`config.mk`:
```
export PLATFORM = sky130hd
export DESIGN_NAME = prog_loader
export DESIGN_NICKNAME = d
export VERILOG_FILES = /design/src/rtl/prog_loader_pkg.sv /design/src/rtl/prog_loader_word_assembler.sv /design/src/rtl/prog_loader.sv
export SDC_FILE = /design/constraint.sdc
export NUM_CORES = 1
export LEC_CHECK = 0
export BUFFER_PORTS_ARGS = -buffer_cell sky130_fd_sc_hd__buf_2
export CAP_MARGIN = 0
export CORE_MARGIN = 10
export CORE_UTILIZATION = 50
export CTS_BUF_LIST = sky130_fd_sc_hd__clkbuf_8
export DETAILED_ROUTE_END_ITERATION = 12
export PLACE_DENSITY_LB_ADDON = 0.1
export SYNTH_ARGS = -nofsm -noshare
export SYNTH_HDL_FRONTEND = slang
export SYNTH_SLANG_ARGS = --single-unit
```
`constraint.sdc`:
```
create_clock -name clock_i -period 4.5 [get_ports clock_i]
set_clock_uncertainty 0.15 [all_clocks]
set_input_delay 0.45 -clock clock_i [delete_from_list [all_inputs] [get_ports clock_i]]
set_output_delay 0.45 -clock clock_i [all_outputs]
set_load 0.005 [all_outputs]
```
`src/rtl/prog_loader_pkg.sv`:
```
`default_nettype none
// ============================================================================
//  Module      : prog_loader_pkg
//  Description : Shared types and constants for the program loader. This
//                covers the loader state encoding and the instruction-memory
//                word geometry.
//  Revision    : 1.0 - initial release
// ============================================================================
package prog_loader_pkg;

    localparam int BYTE_W         = 8;
    localparam int WORD_W         = 32;
    localparam int BYTES_PER_WORD = 4;

    typedef enum logic [2:0] {
        ST_IDLE   = 3'd0,
        ST_LEN_LO = 3'd1,
        ST_LEN_HI = 3'd2,
        ST_DATA   = 3'd3,
        ST_WRITE  = 3'd4,
        ST_CSUM   = 3'd5,
        ST_DONE   = 3'd6
    } state_t;

endpackage
`default_nettype wire

```
`src/rtl/prog_loader_word_assembler.sv`:
```
`default_nettype none
// ============================================================================
//  Module      : word_assembler
//  Description : Packs little-endian bytes into a 32-bit word. The first byte
//                received lands in bits [7:0]. word_ready_o pulses
//                combinationally with the fourth accepted byte of each word.
//  Revision    : 1.0 - initial release
// ============================================================================
module word_assembler
    import prog_loader_pkg::*;
(
    input  logic              clock_i,
    input  logic              reset_i,
    input  logic              clear_i,
    input  logic              byte_valid_i,
    input  logic [BYTE_W-1:0] byte_i,
    output logic [WORD_W-1:0] word_o,
    output logic              word_ready_o
);

    logic [1:0]        cnt_q, cnt_d;
    logic [WORD_W-1:0] word_q, word_d;

    // Shift each new byte in from the top so the earliest byte ends up lowest.
    always_comb begin
        cnt_d  = cnt_q;
        word_d = word_q;
        if (clear_i) begin
            cnt_d  = 2'd0;
            word_d = '0;
        end else if (byte_valid_i) begin
            word_d = {byte_i, word_q[WORD_W-1:BYTE_W]};
            cnt_d  = cnt_q + 2'd1;
        end
    end

    // Byte counter and shift register storage.
    always_ff @(posedge clock_i or posedge reset_i) begin
        if (reset_i) begin
            cnt_q  <= 2'd0;
            word_q <= '0;
        end else begin
            cnt_q  <= cnt_d;
            word_q <= word_d;
        end
    end

    assign word_o       = word_q;
    assign word_ready_o = byte_valid_i && !clear_i && (cnt_q == 2'd3);

endmodule
`default_nettype wire

```
`src/rtl/prog_loader.sv`:
```
`default_nettype none
// ============================================================================
//  Module      : prog_loader
//  Description : Receives a byte-serial program image (16-bit LE word count,
//                then LE data words). It writes the words into instruction
//                memory from word 0 and holds the CPU in reset until the
//                image is complete and valid.
//                Optional macro PROG_LOADER_CHECKSUM_EN adds a trailing XOR
//                checksum byte that must match all data bytes.
//  Revision    : 1.0 - initial release
// ============================================================================
module prog_loader
    import prog_loader_pkg::*;
#(
    parameter int IM_DEPTH = 1024,
    parameter int AW       = 10
) (
    input  logic              clock_i,
    input  logic              reset_i,
    input  logic              start_i,
    input  logic [BYTE_W-1:0] rx_data_i,
    input  logic              rx_valid_i,
    output logic              rx_ready_o,
    output logic              im_we_o,
    output logic [AW-1:0]     im_addr_o,
    output logic [WORD_W-1:0] im_wdata_o,
    output logic              cpu_hold_o,
    output logic              busy_o,
    output logic              done_o,
    output logic              err_o
);

    localparam logic [16:0] C_DEPTH = 17'(IM_DEPTH);
`ifdef PROG_LOADER_CHECKSUM_EN
    localparam state_t C_TAIL_ST = ST_CSUM;
`else
    localparam state_t C_TAIL_ST = ST_DONE;
`endif

    state_t            state_q, state_d;
    logic [BYTE_W-1:0] len_lo_q, len_lo_d;
    logic [15:0]       remain_q, remain_d;
    logic [AW-1:0]     addr_q, addr_d;
    logic              err_q, err_d;
`ifdef PROG_LOADER_CHECKSUM_EN
    logic [BYTE_W-1:0] csum_q, csum_d;
`endif

    logic              asm_clear;
    logic              asm_valid;
    logic              asm_ready;
    logic [15:0]       w_len;

    assign w_len     = {rx_data_i, len_lo_q};
    assign asm_valid = (state_q == ST_DATA) && rx_valid_i;

    word_assembler u_asm (
        .clock_i      (clock_i),
        .reset_i      (reset_i),
        .clear_i      (asm_clear),
        .byte_valid_i (asm_valid),
        .byte_i       (rx_data_i),
        .word_o       (im_wdata_o),
        .word_ready_o (asm_ready)
    );

    // Next-state logic and Moore/Mealy outputs of the load sequencer.
    always_comb begin
        state_d    = state_q;
        len_lo_d   = len_lo_q;
        remain_d   = remain_q;
        addr_d     = addr_q;
        err_d      = err_q;
`ifdef PROG_LOADER_CHECKSUM_EN
        csum_d     = csum_q;
`endif
        asm_clear  = 1'b0;
        rx_ready_o = 1'b0;
        im_we_o    = 1'b0;
        busy_o     = 1'b0;
        done_o     = 1'b0;
        cpu_hold_o = 1'b1;
        case (state_q)
            ST_IDLE, ST_DONE: begin
                if (state_q == ST_DONE) begin
                    done_o     = 1'b1;
                    cpu_hold_o = err_q;
                end
                if (start_i) begin
                    // Restart from DONE grabs the CPU again immediately.
                    cpu_hold_o = 1'b1;
                    state_d    = ST_LEN_LO;
                    err_d      = 1'b0;
                    addr_d     = '0;
                    asm_clear  = 1'b1;
`ifdef PROG_LOADER_CHECKSUM_EN
                    csum_d     = '0;
`endif
                end
            end
            ST_LEN_LO: begin
                rx_ready_o = 1'b1;
                busy_o     = 1'b1;
                if (rx_valid_i) begin
                    len_lo_d = rx_data_i;
                    state_d  = ST_LEN_HI;
                end
            end
            ST_LEN_HI: begin
                rx_ready_o = 1'b1;
                busy_o     = 1'b1;
                if (rx_valid_i) begin
                    remain_d = w_len;
                    if (w_len == 16'd0) begin
                        state_d = C_TAIL_ST;
                    end else if ({1'b0, w_len} > C_DEPTH) begin
                        // Oversized image is rejected before touching memory.
                        err_d   = 1'b1;
                        state_d = ST_DONE;
                    end else begin
                        state_d = ST_DATA;
                    end
                end
            end
            ST_DATA: begin
                rx_ready_o = 1'b1;
                busy_o     = 1'b1;
                if (rx_valid_i) begin
`ifdef PROG_LOADER_CHECKSUM_EN
                    csum_d = csum_q ^ rx_data_i;
`endif
                    if (asm_ready) begin
                        state_d = ST_WRITE;
                    end
                end
            end
            ST_WRITE: begin
                busy_o   = 1'b1;
                im_we_o  = 1'b1;
                addr_d   = addr_q + AW'(1);
                remain_d = remain_q - 16'd1;
                state_d  = (remain_q == 16'd1) ? C_TAIL_ST : ST_DATA;
            end
`ifdef PROG_LOADER_CHECKSUM_EN
            ST_CSUM: begin
                rx_ready_o = 1'b1;
                busy_o     = 1'b1;
                if (rx_valid_i) begin
                    if (rx_data_i != csum_q) begin
                        err_d = 1'b1;
                    end
                    state_d = ST_DONE;
                end
            end
`endif
            default: begin
                state_d = ST_IDLE;
            end
        endcase
    end

    // State and datapath registers.
    always_ff @(posedge clock_i or posedge reset_i) begin
        if (reset_i) begin
            state_q  <= ST_IDLE;
            len_lo_q <= '0;
            remain_q <= '0;
            addr_q   <= '0;
            err_q    <= 1'b0;
`ifdef PROG_LOADER_CHECKSUM_EN
            csum_q   <= '0;
`endif
        end else begin
            state_q  <= state_d;
            len_lo_q <= len_lo_d;
            remain_q <= remain_d;
            addr_q   <= addr_d;
            err_q    <= err_d;
`ifdef PROG_LOADER_CHECKSUM_EN
            csum_q   <= csum_d;
`endif
        end
    end

    assign im_addr_o = addr_q;
    assign err_o     = err_q;

endmodule
`default_nettype wire

```
==> metrics.md <==
| Metric | Value |
|---|---|
| Num Clock Sinks | `72` |
| Critical-path cell list | `or3b_1, inv_2, buf_2` |
| Sequential fraction of the synthesis area | `0.5216` |
| Global-route wire length before repair | `14.46 mm` |
| Fraction of synthesized area in multiplexers | `0.03477` |
| Number of detailed-route iterations in the first pass | `4` |
| Post-synthesis compound-gate area fraction | `0.1155` |
| Hold WS | `0.03938 ns` |
| Post-synthesis cell area | `3455 µm²` |
| Number of enable-type register cells in the synthesized netlist | `0` |
| Routability Congestion | `0.8650` |
| Area after detailed placement | `3806 µm²` |
| Core ar. | `6756 µm²` |
| Die area | `10630 µm²` |
| Htree depth | `3` |
| Root buffer cell | `clkbuf_8` |
| Post-Synthesis Net Count | `388` |
| Nets@finish | `442` |
| Largest cells by area after synthesis | `dfrtp_1 52%, nand2_1 9.5%, nand3_1 5.9%, mux2_2 2.6%, nor2_1 1.8%` |
| Sum of negative setup slack | `0 ns` |
| Mean area per synthesized cell | `9.286 µm²` |
| Final Hold Violating Endpoints | `0` |
| Cell-internal power | `0.001622 W` |
| Share of async-settable or async-resettable flops after synthesis | `1.000` |
| Clock share of power | `0.234` |
| Post-detail-place hpwl | `6.057 mm` |
| Final worst path period share | `0.6183` |
| Synth area leader | `dfrtp_1` |
| Clk_lat worst skew | `0.34 ns` |
| Worst hold path type | `in2async` |
| Number of filler instances in the final layout | `621` |
| Count of maximum capacitance violations | `0` |
| Power dissipated by switching net loads | `0.0009920 W` |
| CTS resizes | `0` |
| Library cell with the highest instance count after synthesis | `nand2_1` |
| Post-synthesis share of cell area spent on full adders, half adders and majority gates | `0.01449` |
| Vias per std cell | `5.800` |
| Row count | `30` |
| Crit path launch type | `flop` |
| Post-route cell area | `4039 µm²` |
| Number of global-route vias before repair | `2909` |
| Count of hold buffers inserted by post-cts repair | `0` |
| IO Port Bufs | `59` |
| Portion of synthesized cell area occupied by the leading cell type | `0.5216` |
| Total I/O pin count | `60` |
| Power share of the combinational group | `0.327` |
| Vertical extent of the die | `103.1 µm` |
| Worst Setup Path Type | `reg2out` |
| Buffers from clock root to sink, at most | `2` |
| Placement-stage worst setup slack | `1.890 ns` |
| Most used standard cells in the synthesized netlist | `87 x nand2_1, 72 x dfrtp_1, 41 x nand3_1` |
| Achievable Freq | `359.4 MHz` |
| Post-Synth Simple-Gate Area | `0.2760` |
| Outcome | `finished clean` |
| Setup-violating endpoint count in the final report | `0` |
| Endpoint class of the critical path | `primary output` |
| Power Total | `0.002614 W` |
| RSZ-0062 raised after global routing | `false` |
| Number of design-rule violations left by the first detailed-router iteration | `148` |
| Tot GR Track Use | `0.1702` |
| Max-slew headroom at the worst pin | `0.5438` |
| Clock tree from TritonCTS | `done` |
| Dominant combinational cell family by area after synthesis | `simple AND/OR/NAND/NOR gates` |
| Power density normalized to cell area | `647.3 nW/µm²` |
| Syn. warnings | `0` |
| Slowest stage cell, crit path | `dfrtp_1` |
| Post-detailed-route count of antenna-violating nets | `0` |
| Post-Synthesis Cells | `372` |
| Data arrival, critical path | `2.18 ns` |
| LEAKAGE | `2.018 nW` |
| Horiz. Die Dim | `103.1 µm` |
| Total count of max-transition violations in the final report | `0` |
| Drt total wl | `8.659 mm` |
| Antenna cells | `0` |
| Share of cells above drive strength 1 | `0.2209` |
| Total setup buffers inserted after CTS | `0` |
| GRT overflow | `0` |
| Switching Share | `0.3795` |
| Largest incremental delay on the critical path | `0.65 ns` |
| Ys flop type | `dfrtp_1` |
| Overall via count from detail_route | `2958` |
| Layout overhead on the synthesized area | `16.91%` |
| Largest net degree at the start of global routing | `42` |
| # DRC | `0` |
| Required time at the endpoint of the critical path | `3.90 ns` |
| Largest voltage drop on the vdd net | `0.3140 mV` |
| Post-route worst setup slack | `1.718 ns` |
| Count of cell types in the netlist | `49` |
| Initial antenna violation count | `0` |
| Reg power frac | `0.439` |
| Crit-path max FO | `21` |
| Synthesized-area fraction occupied by xor and xnor cells | `0.005071` |
| Clock input transition at the sequential cells of the worst setup and hold paths | `0.08 ns` |
| Effective utilization at floorplan | `0.5113` |
| Worst-margin pin slew | `0.6804 ns` |
| Time the worst path needs with I/O delays and setup | `2.782 ns` |
| FF+latch count, synth | `72` |
| Wirelength per Cell | `16.98 µm` |
| TritonCTS Buffers | `9` |
-- metal layers --
layer,track usage,wire length (µm)
met1,0.2265,3986
met4,0.07594,142
met2,0.2613,4069
met3,0.03418,461
met5,0,0
-- area by class of cell --
type | instances | area, µm² | area share
Clock inverter | 6 | 108.9 | 0.02695
Timing Repair Buffer | 63 | 325.3 | 0.08055
Multi-Input combinational cell | 271 | 1545 | 0.3826
Tap cell | 80 | 100.1 | 0.02478
Sequential cell | 72 | 1802 | 0.4461
Clock buffer | 9 | 123.9 | 0.03067
Inverter | 9 | 33.78 | 0.008364
-- power by group through the flow --
stage / clock [W] / sequential (W) / combinational [W]
floorplan: 0 / 0.00108 / 0.000603
CTS: 0.000621 / 0.00114 / 0.000867
finish: 0.000613 / 0.00115 / 0.000854
global route: 0.000652 / 0.00118 / 0.000976
global placement: 0 / 0.00114 / 0.000845
detailed placement: 0 / 0.00115 / 0.000861
-- cell families after synthesis --
logic type                 Yosys count
muxes                               11
buffers and inverters               29
and+or+nand+nor                    195
DFF                                 72
xor gates and xnor gates             2
adders and majority gates            4
AOI/OAI and AO/OA                   59
-- path summary, 6_finish.rpt --
path | endpoint | cells past startpoint | start | slack (ns)
max in group asynchronous | remain_q[8] | 3 | reset_i | 3.17
worst min register to register | im_addr_o[9] | 1 | im_addr_o[9] | 0.33
worst max register to register | remain_q[7] | 5 | state_q[2] | 1.83
min in group clock_i | u_asm.word_o[25] | 3 | rx_data_i[1] | 0.21
worst max-delay path | im_we_o | 3 | state_q[2] | 1.72
worst min-delay path | u_asm.word_o[6] | 2 | reset_i | 0.04
-- per-stage QoR --
stage / cells / utilization
floorplan: 372 / -
global placement: 495 / 0.5633
detailed placement: 495 / 0.5633
CTS: 510 / 0.5978
global route: 510 / 0.5978
finish: 510 / 0.5978
-- worst max-delay path, delay by kind of cell, from the launching register on --
kind          cells  cell delay (ns)
flops             1             0.65
simple gates      1             0.64
buf+inv           2             0.54
-- state kept, by name, indices dropped and copies added (netlist names) --
signal,count
remain_q,16
len_lo_q,8
u_asm.word_o,32
im_addr_o,10
state_q,3
u_asm.cnt_q,2
err_o,1
-- cell usage in the layout (no fill, tap or decap), types with 3 or more instances in the layout --
cell type	count
mux2_2	8
bufinv_16	3
o311ai_1	3
dfrtp_1	72
nand4_1	6
nand2_1	87
nor2_1	17
a21oi_1	9
a31oi_1	5
o21ai_1	8
nor4_1	7
inv_1	7
o22ai_1	3
nor3b_1	4
nor3_1	8
clkbuf_8	9
o211ai_1	7
and4_1	4
ha_1	4
mux2i_1	3
o21ai_0	4
buf_4	4
nor2b_1	4
a311oi_1	3
a211oi_1	6
or4_1	4
nand3_1	41
buf_2	59
Note: power is estimated with default switching activity, not from simulation.
